**config.mk**
```make
export PLATFORM = sky130hd
export DESIGN_NAME = instr_load_ctrl_flat
export DESIGN_NICKNAME = d
export VERILOG_FILES = /design/src/rtl/instr_load_if.sv /design/src/rtl/instr_load_ctrl.sv /design/src/flat_wrapper.sv
export SDC_FILE = /design/constraint.sdc
export NUM_CORES = 1
export LEC_CHECK = 0
export ABC_AREA = 1
export CAP_MARGIN = 0
export CORE_ASPECT_RATIO = 1.1
export CORE_MARGIN = 2
export CORE_UTILIZATION = 52
export DETAILED_ROUTE_END_ITERATION = 8
export PLACE_DENSITY = 0.88
export RECOVER_POWER = 50
export SLEW_MARGIN = 25
export SYNTH_ARGS = -nofsm -noshare
export SYNTH_HDL_FRONTEND = slang
export SYNTH_SLANG_ARGS = --single-unit
```
**constraint.sdc**
```tcl
create_clock -name clk -period 3.7 [get_ports clk]
set_clock_uncertainty 0.05 [all_clocks]
set_input_delay 1.11 -clock clk [delete_from_list [all_inputs] [get_ports clk]]
set_output_delay 1.11 -clock clk [all_outputs]
set_load 0.01 [all_outputs]
```
**src/rtl/instr_load_if.sv**
```systemverilog
// rtl/instr_load_if.sv - front panel / checker / pipeline signal bundle for instr_load_ctrl
interface instr_load_if #(
    parameter int NUM_INSTR = 8
);
    localparam int PW = $clog2(NUM_INSTR + 1);

    logic [7:0]             input_val;
    logic                   but_inp;
    logic                   but_check;
    logic                   check_done;
    logic                   run_done;
    logic [8*NUM_INSTR-1:0] instrMemBits;
    logic [PW-1:0]          wr_ptr;
    logic                   check_start;
    logic                   run_en;
    logic [1:0]             state_o;

    modport slave (
        input  input_val, but_inp, but_check, check_done, run_done,
        output instrMemBits, wr_ptr, check_start, run_en, state_o
    );

    modport master (
        output input_val, but_inp, but_check, check_done, run_done,
        input  instrMemBits, wr_ptr, check_start, run_en, state_o
    );
endinterface

```
**src/rtl/instr_load_ctrl.sv**
```systemverilog
// rtl/instr_load_ctrl.sv - button-driven instruction loader sequencing LOAD/CHECK/RUN/DONE
module instr_load_ctrl #(
    parameter int NUM_INSTR = 8,
    parameter int DB_CYCLES = 4
) (
    input  logic         clk,
    input  logic         rst,
    instr_load_if.slave  bus
);
    localparam int W  = 8 * NUM_INSTR;
    localparam int PW = $clog2(NUM_INSTR + 1);
    localparam int CW = $clog2(DB_CYCLES) + 1;
    localparam logic [PW-1:0] LAST = PW'(NUM_INSTR - 1);
    localparam logic [PW-1:0] FULL = PW'(NUM_INSTR);

    typedef enum logic [1:0] {
        S_LOAD  = 2'd0,
        S_CHECK = 2'd1,
        S_RUN   = 2'd2,
        S_DONE  = 2'd3
    } state_t;

    // Index 0 is the load button, index 1 the check button.
    logic [1:0]    w_raw;
    logic [1:0]    r_sync1;
    logic [1:0]    r_sync2;
    logic [1:0]    r_acc;
    logic [1:0]    r_prev;
    logic [CW-1:0] r_cnt [2];

    state_t        r_state;
    logic [W-1:0]  r_image;
    logic [PW-1:0] r_wr_ptr;
    logic          r_check_start;
    logic          r_run_en;

    logic          w_load_ev;
    logic          w_check_ev;
    logic [W-1:0]  w_slot;

    assign w_raw      = {bus.but_check, bus.but_inp};
    assign w_load_ev  = r_acc[0] ^ r_prev[0];
    assign w_check_ev = r_acc[1] & ~r_prev[1];
    // Unwritten slots are always zero, so OR-ing the shifted byte is a slot write.
    assign w_slot     = W'(bus.input_val) << {r_wr_ptr, 3'b000};

    always_ff @(posedge clk or posedge rst) begin
        if (rst) begin
            r_sync1 <= '0;
            r_sync2 <= '0;
            r_acc   <= '0;
            r_prev  <= '0;
            for (int b = 0; b < 2; b++) begin
                r_cnt[b] <= '0;
            end
        end else begin
            r_sync1 <= w_raw;
            r_sync2 <= r_sync1;
            r_prev  <= r_acc;
            for (int b = 0; b < 2; b++) begin
                if (r_sync2[b] == r_acc[b]) begin
                    r_cnt[b] <= '0;
                end else if (r_cnt[b] == CW'(DB_CYCLES - 1)) begin
                    r_acc[b] <= r_sync2[b];
                    r_cnt[b] <= '0;
                end else begin
                    r_cnt[b] <= r_cnt[b] + 1'b1;
                end
            end
        end
    end

    always_ff @(posedge clk or posedge rst) begin
        if (rst) begin
            r_state       <= S_LOAD;
            r_image       <= '0;
            r_wr_ptr      <= '0;
            r_check_start <= 1'b0;
            r_run_en      <= 1'b0;
        end else begin
            r_check_start <= 1'b0;
            case (r_state)
                S_LOAD: begin
                    if (w_load_ev && r_wr_ptr != FULL) begin
                        r_image  <= r_image | w_slot;
                        r_wr_ptr <= r_wr_ptr + 1'b1;
                    end
                    // A same-cycle load counts toward the non-empty requirement.
                    if ((w_load_ev && r_wr_ptr == LAST) ||
                        (w_check_ev && (r_wr_ptr != '0 || w_load_ev))) begin
                        r_state       <= S_CHECK;
                        r_check_start <= 1'b1;
                    end
                end
                S_CHECK: begin
                    if (bus.check_done) begin
                        r_state  <= S_RUN;
                        r_run_en <= 1'b1;
                    end
                end
                S_RUN: begin
                    if (bus.run_done) begin
                        r_state  <= S_DONE;
                        r_run_en <= 1'b0;
                    end
                end
                S_DONE: begin
                    if (w_load_ev) begin
                        r_state  <= S_LOAD;
                        r_image  <= '0;
                        r_wr_ptr <= '0;
                    end
                end
                default: r_state <= S_LOAD;
            endcase
        end
    end

    assign bus.instrMemBits = r_image;
    assign bus.wr_ptr       = r_wr_ptr;
    assign bus.check_start  = r_check_start;
    assign bus.run_en       = r_run_en;
    assign bus.state_o      = r_state;
endmodule

```
**src/flat_wrapper.sv**
```systemverilog
// flat-port wrapper written by rule: the top's interface ports become plain ports
module instr_load_ctrl_flat 
#(
    parameter int NUM_INSTR = 8,
    parameter int DB_CYCLES = 4
)
  (clk, rst, bus_input_val, bus_but_inp, bus_but_check, bus_check_done, bus_run_done, bus_instrMemBits, bus_wr_ptr, bus_check_start, bus_run_en, bus_state_o);
  instr_load_if #(.NUM_INSTR(NUM_INSTR)) bus_i ();
  input  logic clk;
  input  logic rst;
  input wire logic [$bits(bus_i.input_val)-1:0] bus_input_val;
  input wire logic [$bits(bus_i.but_inp)-1:0] bus_but_inp;
  input wire logic [$bits(bus_i.but_check)-1:0] bus_but_check;
  input wire logic [$bits(bus_i.check_done)-1:0] bus_check_done;
  input wire logic [$bits(bus_i.run_done)-1:0] bus_run_done;
  output wire logic [$bits(bus_i.instrMemBits)-1:0] bus_instrMemBits;
  output wire logic [$bits(bus_i.wr_ptr)-1:0] bus_wr_ptr;
  output wire logic [$bits(bus_i.check_start)-1:0] bus_check_start;
  output wire logic [$bits(bus_i.run_en)-1:0] bus_run_en;
  output wire logic [$bits(bus_i.state_o)-1:0] bus_state_o;
  assign bus_i.input_val = bus_input_val;
  assign bus_i.but_inp = bus_but_inp;
  assign bus_i.but_check = bus_but_check;
  assign bus_i.check_done = bus_check_done;
  assign bus_i.run_done = bus_run_done;
  assign bus_instrMemBits = bus_i.instrMemBits;
  assign bus_wr_ptr = bus_i.wr_ptr;
  assign bus_check_start = bus_i.check_start;
  assign bus_run_en = bus_i.run_en;
  assign bus_state_o = bus_i.state_o;
  instr_load_ctrl #(.NUM_INSTR(NUM_INSTR), .DB_CYCLES(DB_CYCLES)) u_core (.clk(clk), .rst(rst), .bus(bus_i));
endmodule
```
==> impl_metrics.py, run 1 <==
metrics = {
    "drt": {
        "drtAntennaViolNets": 0,
        "avgRoutedWirePerCell_um": 14.2,
        "drt-pass1-iter-count": 6,
        "vias": 3821,
        "drc_errors": 0,
        "wl_mm": 10.3,
        "drtIter0Drc": 327,
        "vias_per_cell": 5.28,
    },
    "grt": {
        "grt_max_degree": 75,
        "grt_pass1_vias": 3586,
        "grtUsageTotal_pct": 23.6,
        "grt_pass1_wl_mm": 17.3,
        "gr-total-overflow": 0,
        "antenna_found_initial": 0,
    },
    "cts": {
        "cts.sinks": 86,
        "clockBufferDepth": 2,
        "htreeDepth": 3,
        "numCtsBuffers": 9,
        "cts_resized": 0,
        "cts-root-buf": "clkbuf_8",
        "clkTransAtPathRegs_ns": 0.08,
        "clk_latency_ns": 0.35,
        "cts_tree": "yes",
        "holdBufCountCts": 0,
        "post_cts_buffers": 0,
    },
    "pwr": {
        "p_leak_nw": 2.57,
        "pwr-share-clk_pct": 12.0,
        "peakVddDrop_uv": 521,
        "power.share.sequential_pct": 32.8,
        "netSwitchingFraction_pct": 47.0,
        "p_int_w": 0.00255,
        "switching_power_w": 0.00226,
        "powerDensity_nw_per_um2": 902,
        "pwr-share-comb_pct": 55.1,
        "fin_total_pwr_w": 0.00482,
    },
    "cells_and_area": {
        "fill_cells": 671,
        "syn_to_final_growth_pct": 22.4,
        "final_area_um2": 5340,
        "drive_gt1_share_pct": 8.48,
        "final_cells": 724,
        "fin_nets": 632,
        "antennaDiodeCount": 0,
    },
    "synthesis": {
        "synth_top_family_by_area": "simple AND/OR/NAND/NOR gates",
        "synthAdderAreaFrac_pct": 2.58,
        "netlist_area_um2": 4370,
        "synth_compound_area_share_pct": 14.2,
        "synthMuxAreaShare_pct": 0,
        "syn_avg_cell_area_um2": 8.12,
        "synthCells": 538,
        "synth-simple-area-share_pct": 25.5,
        "yosysUniqueCellTypes": 28,
        "synth_nets": 561,
        "synth_xor_area_share_pct": 0.802,
        "synth-seq-cells": 86,
        "yosys_warnings": 0,
        "yosysSeqAreaShare_pct": 49.3,
    },
    "critical_path": {
        "critPathMaxFanout": 74,
        "critPathMaxStageDelay_ns": 0.62,
        "cp_slowest_cell": "nand3_4",
        "cp.buffers_inverters": 2,
        "cp.required_ns": 3.90,
        "cp_cell_sequence": "clkinv_1 > ha_1 > nand3_2 > nand3_2 > nand2_1 > nand3_4 > buf_4 > nand2_1 > nand2_1",
        "cp_common_cell": "nand2_1",
        "start_kind": "flip-flop",
        "worstSetupPathType": "reg -> reg",
        "crit_family": "simple AND/OR/NAND/NOR gates",
        "arrival_ns": 3.23,
        "critPathCaptureType": "flip-flop",
    },
    "status": {
        "status": "finished with violations",
        "violations": "capacitance limit, slew limit",
    },
    "sta": {
        "period_minus_slack_ns": 3.03,
        "slew_headroom_pct": -4.62,
        "rsz0062_at_grt": "false",
        "worst_slack_ns": 0.672,
        "final_hold_viol_count": 0,
        "finalSetupTns_ns": 0,
        "drv_slew": 35,
        "fin_crit_sh_pct": 81.8,
        "fmax_mhz": 330,
        "tightest_slew_ns": 1.56,
        "finalSetupViolCount": 0,
    },
    "floorplanning": {
        "core_area_um2": 8280,
        "row_count": 35,
        "chipWidth_um": 91.4,
        "io_pins": 86,
        "start_util_pct": 52.8,
        "die_area_um2": 9150,
        "die_y_um": 100,
    },
    "place": {
        "placed_area_um2": 5180,
        "place.gp.congestion": 0.897,
        "port_buffers": 85,
        "pre_cts_ws_ns": 0.738,
        "dpl.hpwl_mm": 7.30,
        "dp_cells": 709,
    },
    "hold_path": {
        "hold_class": "reg -> reg",
    },
    "job": {
        "maxCapViolCount": 1,
    },
}
-- sequential cells by signal, indices dropped and copies added (netlist names) --
signal and flops:
u_core.bus.instrMemBits 64, u_core.r_cnt 6, u_core.bus.wr_ptr 4, u_core.bus.state_o 2, u_core.r_acc 2, u_core.r_prev 2
u_core.r_sync1 2, u_core.r_sync2 2, u_core.bus.check_start 1, u_core.bus.run_en 1
-- cells by family after synthesis --
group | count (synthesis)
compound gates | 106
simple gates | 276
buf+inv | 57
xor+xnor | 4
fa+ha+maj | 9
flops | 86
-- cells in the final DEF, fill, tap and decap left out, types with 2 or more instances in the layout --
| master | n |
|---|---|
| nand2_2 | 5 |
| nor3_1 | 10 |
| dlygate4sd3_1 | 22 |
| clkbuf_8 | 10 |
| a21oi_1 | 34 |
| xnor2_1 | 2 |
| inv_2 | 3 |
| inv_1 | 24 |
| o21ai_1 | 5 |
| clkdlybuf4s50_1 | 63 |
| nand2_1 | 161 |
| xor2_1 | 2 |
| nand3_2 | 2 |
| nand3_1 | 12 |
| ha_1 | 9 |
| nor3b_1 | 2 |
| dfrtp_1 | 86 |
| nor2_1 | 80 |
| buf_4 | 2 |
| clkinv_2 | 3 |
| o21ai_0 | 44 |
| o21ai_2 | 20 |
-- power groups by stage --
| stage | Combinational, W | Sequential, W | Clock (W) |
|---|---|---|---|
| 2_1_floorplan | 0.00198 | 0.00164 | 0 |
| 6_report | 0.00266 | 0.00158 | 0.000580 |
| 3_3_place_gp | 0.00259 | 0.00158 | 0 |
| 4_1_cts | 0.00269 | 0.00158 | 0.000586 |
| 3_5_place_dp | 0.00269 | 0.00160 | 0 |
| 5_1_grt | 0.00297 | 0.00163 | 0.000632 |
-- cell usage after synthesis, drive strengths merged --
| master | instances | area (um2) |
|---|---|---|
| or2 | 1 | 6.26 |
| nor2 | 81 | 312 |
| a21oi | 35 | 186 |
| buf | 21 | 195 |
| xor2 | 2 | 17.5 |
| nor3b | 2 | 15.0 |
| nor3 | 10 | 50.1 |
| inv | 28 | 105 |
| nand3 | 15 | 90.1 |
| a21boi | 1 | 7.51 |
| nand4 | 1 | 6.26 |
| clkinv | 1 | 3.75 |
| xnor2 | 2 | 17.5 |
| clkbuf | 7 | 26.3 |
| ha | 9 | 113 |
| dfrtp | 86 | 2150 |
| nand2 | 166 | 636 |
| o21ai | 69 | 420 |
| o211ai | 1 | 7.51 |
-- layer usage --
metal / global-route usage (%) / vias to the layer above / share of wire (%)
met5: 0 / - / 0
met4: 11.3 / 0 / 3.4
met3: 3.15 / 30 / 4.8
met2: 37.5 / 140 / 49
met1: 32.5 / 1794 / 43
li1: - / 1857 / -
-- final timing paths --
path,start,slack [ns],endpoint,cells past startpoint
max,u_core.bus.wr_ptr[0]$_DFFE_PP0P_,0.67,u_core.bus.instrMemBits[1]$_DFFE_PP0P_,9
min,u_core.r_sync1[1]$_DFF_PP0_,0.30,u_core.r_sync2[1]$_DFF_PP0_,0
max reg2reg,u_core.bus.wr_ptr[0]$_DFFE_PP0P_,0.67,u_core.bus.instrMemBits[1]$_DFFE_PP0P_,9
min reg2reg,u_core.r_sync1[1]$_DFF_PP0_,0.30,u_core.r_sync2[1]$_DFF_PP0_,0
max in group asynchronous,rst,1.21,u_core.bus.instrMemBits[30]$_DFFE_PP0P_,3
min in group asynchronous,rst,1.52,u_core.bus.instrMemBits[44]$_DFFE_PP0P_,2
-- stage by stage --
step	utilization (%)	hold slack, ns
CTS	64.6	0.308
finish	64.6	0.303
detailed placement	62.6	0.296
global placement	62.6	0.293
global route	64.6	0.314
floorplan	-	0.281
-- layout make-up --
cell class	instances	area (um2)	share of cell area [%]
multi-input cells	395	1890	35.4
repair buffers	88	886	16.6
inverters	29	110	2.06
clock buffers	11	141	2.65
clock inverters	4	23.8	0.445
well taps	111	139	2.60
flip-flops and latches	86	2150	40.3
Power figures use the tool's default switching activity.
==> run 2, diff against run 1 <==
--- a/config.mk
+++ b/config.mk
@@ -9,9 +9,9 @@
 export CAP_MARGIN = 0
 export CORE_ASPECT_RATIO = 1.1
 export CORE_MARGIN = 2
-export CORE_UTILIZATION = 52
+export CORE_UTILIZATION = 47
 export DETAILED_ROUTE_END_ITERATION = 8
-export PLACE_DENSITY = 0.88
+export PLACE_DENSITY = 0.85
 export RECOVER_POWER = 50
 export SLEW_MARGIN = 25
 export SYNTH_ARGS = -nofsm -noshare
==> constraint.sdc (replaced) <==
create_clock -name clk -period 2.5 [get_ports clk]
set_clock_uncertainty 0.05 [all_clocks]
set_input_delay 0.75 -clock clk [delete_from_list [all_inputs] [get_ports clk]]
set_output_delay 0.75 -clock clk [all_outputs]
set_load 0.01 [all_outputs]
==> impl_metrics.py, run 2 (same netlist as run 1, synthesis figures left out) <==
metrics = {
    "cells_and_area": {
        "final_util_pct": 60.6,
        "antennaDiodeCount": 0,
        "final_common_cell": "nand2_1",
        "drive_gt1_share_pct": 8.89,
        "largest_register_ff_count": 64,
        "syn_to_final_growth_pct": 24.4,
        "fin_nets": 637,
        "final_cell_mix": "nand2_1, dfrtp_1, clkdlybuf4s50_1",
    },
    "drt": {
        "wl_mm": 10.8,
        "vias_per_cell": 5.29,
        "drtIter0Drc": 243,
        "drt-pass1-iter-count": 5,
        "drtAntennaViolNets": 0,
        "vias": 3874,
        "avgRoutedWirePerCell_um": 14.8,
        "drc_errors": 0,
    },
    "grt": {
        "grtUsageTotal_pct": 22.6,
        "grt_pass1_wl_mm": 17.9,
        "grt_max_degree": 103,
        "gr-total-overflow": 0,
        "grt_pass1_vias": 3717,
        "antenna_found_initial": 0,
    },
    "hold_path": {
        "hold_class": "reg -> reg",
    },
    "floorplanning": {
        "chipWidth_um": 95.9,
        "core_area_um2": 8960,
        "start_util_pct": 48.7,
        "row_count": 36,
        "io_pins": 86,
        "die_area_um2": 10100,
        "die_y_um": 105,
    },
    "cts": {
        "htreeDepth": 3,
        "clk_latency_ns": 0.36,
        "cts.sinks": 86,
        "holdBufCountCts": 0,
        "cts_resized": 0,
        "clockBufferDepth": 2,
        "cts_tree": "yes",
        "clkTransAtPathRegs_ns": 0.08,
        "numCtsBuffers": 9,
        "cts-root-buf": "clkbuf_8",
        "post_cts_buffers": 0,
    },
    "critical_path": {
        "arrival_ns": 1.50,
        "cp_slowest_cell": "clkdlybuf4s50_1",
        "start_kind": "flip-flop",
        "cp.required_ns": 1.70,
        "cp.buffers_inverters": 1,
        "worstSetupPathType": "reg -> out",
        "critPathMaxFanout": 14,
        "cp_cell_sequence": "clkdlybuf4s50_1",
        "critPathMaxStageDelay_ns": 0.62,
        "critPathCaptureType": "primary output",
        "crit_family": "buffers and inverters",
    },
    "pwr": {
        "power.share.sequential_pct": 31.5,
        "netSwitchingFraction_pct": 45.4,
        "peakVddDrop_uv": 888,
        "pwr-share-comb_pct": 53.5,
        "pwr-share-clk_pct": 15.0,
        "powerDensity_nw_per_um2": 1380,
        "p_int_w": 0.00410,
        "p_leak_nw": 2.57,
        "switching_power_w": 0.00342,
    },
    "status": {
        "status": "complete, no violations",
    },
    "place": {
        "port_buffers": 85,
        "place.gp.congestion": 0.922,
        "dpl.hpwl_mm": 7.70,
    },
    "sta": {
        "final_hold_viol_count": 0,
        "fin_crit_sh_pct": 92.1,
        "slew_headroom_pct": 35.7,
        "period_minus_slack_ns": 2.30,
        "fmax_mhz": 434,
        "finalSetupTns_ns": 0,
        "rsz0062_at_grt": "false",
        "drv_slew": 0,
        "finalSetupViolCount": 0,
        "tightest_slew_ns": 0.960,
        "hold_ws_ns": 0.303,
    },
    "job": {
        "maxCapViolCount": 0,
    },
}
[run 2: final cells by class]
cell class	count	area [um2]
Clock buffer	11	151
Inverter	29	110
Clock inverter	5	81.3
Fill cell	799	3530
Multi-Input combinational cell	395	1870
Tap cell	114	143
Timing Repair Buffer	93	925
Sequential cell	86	2150
[run 2: path summary, 6_finish.rpt]
path | start | cells past startpoint | endpoint | slack [ns]
setup / recovery | u_core.bus.wr_ptr[0]$_DFFE_PP0P_ | 1 | bus_wr_ptr[0] | 0.20
hold / removal | u_core.r_sync1[1]$_DFF_PP0_ | 0 | u_core.r_sync2[1]$_DFF_PP0_ | 0.30
setup reg to reg | u_core.bus.wr_ptr[1]$_DFFE_PP0P_ | 8 | u_core.bus.instrMemBits[28]$_DFFE_PP0P_ | 0.31
hold reg to reg | u_core.r_sync1[1]$_DFF_PP0_ | 0 | u_core.r_sync2[1]$_DFF_PP0_ | 0.30
max in group asynchronous | rst | 3 | u_core.bus.instrMemBits[62]$_DFFE_PP0P_ | 0.43
min in group asynchronous | rst | 2 | u_core.r_prev[0]$_DFF_PP0_ | 0.95
[run 2: layer usage]
layer	up-vias	part of all wire (%)	GRT usage, %	wire [um]
met2	133	49	37.0	5340
met1	1860	42	30.9	4570
met3	12	7.0	4.47	757
li1	1869	-	-	-
met5	-	0	0	0
met4	0	1.4	5.20	153
[run 2: power by group through the flow]
stage | registers, W | logic [W] | clock network (W)
detailed placement | 0.00239 | 0.00414 | 0
CTS | 0.00236 | 0.00415 | 0.00114
floorplan | 0.00243 | 0.00294 | 0
global route | 0.00243 | 0.00450 | 0.00119
global placement | 0.00236 | 0.00399 | 0
finish | 0.00237 | 0.00402 | 0.00113
[run 2: stage by stage]
stage,area (um2),worst slack (ns),power (W),cells
3_5_place_dp,5250,0.335,0.00652,717
3_3_place_gp,5250,0.379,0.00635,717
5_1_grt,5430,0.146,0.00813,733
4_1_cts,5480,0.0417,0.00765,733
6_report,5430,0.197,0.00752,733
2_1_floorplan,4370,0.702,0.00537,538
==> run 3, diff against run 2 <==
--- a/config.mk
+++ b/config.mk
@@ -9,9 +9,10 @@
 export CAP_MARGIN = 0
 export CORE_ASPECT_RATIO = 1.1
 export CORE_MARGIN = 2
-export CORE_UTILIZATION = 47
+export CORE_UTILIZATION = 63
 export DETAILED_ROUTE_END_ITERATION = 8
-export PLACE_DENSITY = 0.85
+export DONT_BUFFER_PORTS = 1
+export PLACE_DENSITY = 0.87
 export RECOVER_POWER = 50
 export SLEW_MARGIN = 25
 export SYNTH_ARGS = -nofsm -noshare
==> constraint.sdc (replaced) <==
create_clock -name clk -period 2.6 [get_ports clk]
set_clock_uncertainty 0.05 [all_clocks]
set_input_delay 0.78 -clock clk [delete_from_list [all_inputs] [get_ports clk]]
set_output_delay 0.78 -clock clk [all_outputs]
set_load 0.01 [all_outputs]
==> impl_metrics.py, run 3 (same netlist as run 1, synthesis figures left out) <==
metrics = {
    "drt": {
        "drc_errors": 0,
        "avgRoutedWirePerCell_um": 16.1,
        "wl_mm": 9.90,
        "vias_per_cell": 5.76,
        "drt-pass1-iter-count": 5,
        "drtAntennaViolNets": 0,
        "drtIter0Drc": 276,
        "vias": 3546,
    },
    "sta": {
        "fin_crit_sh_pct": 83.2,
        "hold_ws_ns": 0.303,
        "slew_headroom_pct": -1.13,
        "fmax_mhz": 462,
        "rsz0062_at_grt": "false",
        "finalSetupTns_ns": 0,
        "finalSetupViolCount": 0,
        "tightest_slew_ns": 1.52,
        "final_hold_viol_count": 0,
        "drv_slew": 30,
        "period_minus_slack_ns": 2.16,
        "worst_slack_ns": 0.438,
    },
    "grt": {
        "antenna_found_initial": 0,
        "grt_max_degree": 58,
        "grt_pass1_vias": 3456,
        "grt_pass1_wl_mm": 16.4,
        "grtUsageTotal_pct": 26.8,
        "gr-total-overflow": 0,
    },
    "floorplanning": {
        "io_pins": 86,
        "core_area_um2": 6630,
        "start_util_pct": 65.8,
        "chipWidth_um": 83.4,
        "row_count": 31,
        "die_y_um": 91.3,
        "die_area_um2": 7610,
    },
    "place": {
        "placed_area_um2": 4340,
        "place.gp.congestion": 1.00,
        "dp_cells": 600,
        "dpl.hpwl_mm": 7.06,
        "pre_cts_ws_ns": 0.497,
        "port_buffers": 0,
    },
    "cts": {
        "clockBufferDepth": 2,
        "clkTransAtPathRegs_ns": 0.09,
        "cts-root-buf": "clkbuf_8",
        "cts.sinks": 86,
        "numCtsBuffers": 9,
        "holdBufCountCts": 0,
        "cts_tree": "yes",
        "post_cts_buffers": 0,
        "cts_resized": 0,
        "htreeDepth": 3,
        "clk_latency_ns": 0.35,
    },
    "critical_path": {
        "cp_slowest_cell": "dfrtp_1",
        "cp_cell_sequence": "clkinv_1 > ha_1 > nand3_2 > nand3_2 > nand2_1 > nand3_4 > buf_12 > nand2_1 > o21ai_1",
        "critPathMaxStageDelay_ns": 0.37,
        "crit_family": "simple AND/OR/NAND/NOR gates",
        "start_kind": "flip-flop",
        "arrival_ns": 2.35,
        "worstSetupPathType": "reg -> reg",
        "cp.required_ns": 2.79,
        "cp.buffers_inverters": 2,
        "reg2reg_depth": 9,
        "critPathMaxFanout": 40,
        "cp.depth": 9,
        "critPathCaptureType": "flip-flop",
    },
    "pwr": {
        "p_leak_nw": 2.27,
        "peakVddDrop_uv": 936,
        "powerDensity_nw_per_um2": 1440,
    },
    "cells_and_area": {
        "final_common_cell": "nand2_1",
        "syn_to_final_growth_pct": 4.61,
        "largest_register_ff_count": 64,
        "final_cells": 616,
        "fin_nets": 552,
        "fill_cells": 515,
        "final_cell_mix": "nand2_1, dfrtp_1, nor2_1",
        "final_area_um2": 4570,
        "antennaDiodeCount": 0,
        "drive_gt1_share_pct": 10.9,
    },
    "status": {
        "status": "finished with violations",
        "violations": "capacitance limit, slew limit",
    },
    "hold_path": {
        "hold_class": "reg -> reg",
        "hold_path_depth": 0,
    },
    "job": {
        "maxCapViolCount": 1,
    },
}
==> run 3: cell count changes in the layout (fill, tap and decap cells not counted), sizes merged <==
cell           delta
clkdlybuf4s50    -81
dlygate4sd3       -4
==> run 3: cell type report <==
| cell class | count | area, um2 | share of cell area, % |
|---|---|---|---|
| clock buffers | 11 | 151 | 3.31 |
| clock inverters | 5 | 81.3 | 1.78 |
| inverters | 29 | 110 | 2.41 |
| multi-input cells | 395 | 1890 | 41.4 |
| flip-flops and latches | 86 | 2150 | 47.1 |
| well taps | 82 | 103 | 2.25 |
| repair buffers | 8 | 78.8 | 1.73 |
==> run 3: per-layer routing <==
layer  GRT usage, %  vias to the layer above  wire length, um
met5              0                        -                0
met4           9.15                        0              218
met3           9.64                       20              860
met2           44.3                      149             4880
met1           32.8                     1680             3940
li1               -                     1697                -
==> run 3: path summary, 6_finish.rpt <==
kind	endpoint	startpoint	slack, ns
hold reg to reg	u_core.r_sync2[0]$_DFF_PP0_	u_core.r_sync1[0]$_DFF_PP0_	0.30
hold / removal	u_core.r_sync2[0]$_DFF_PP0_	u_core.r_sync1[0]$_DFF_PP0_	0.30
setup reg to reg	u_core.bus.instrMemBits[55]$_DFFE_PP0P_	u_core.bus.wr_ptr[0]$_DFFE_PP0P_	0.44
setup / recovery	u_core.bus.instrMemBits[55]$_DFFE_PP0P_	u_core.bus.wr_ptr[0]$_DFFE_PP0P_	0.44
min in group asynchronous	u_core.r_acc[1]$_DFFE_PP0P_	rst	0.75
max in group asynchronous	u_core.bus.instrMemBits[52]$_DFFE_PP0P_	rst	0.81
==> run 3: metrics by stage <==
step	utilization [%]	power [W]
floorplan	-	0.00516
global placement	65.5	0.00536
detailed placement	65.5	0.00554
CTS	69.0	0.00662
global route	68.9	0.00713
finish	68.9	0.00659
==> run 3: power breakdown <==
group	internal, W	switching (W)
registers	0.00183	0.000608
clock network	0.000594	0.000481
logic	0.000986	0.00210
total	0.00341	0.00318
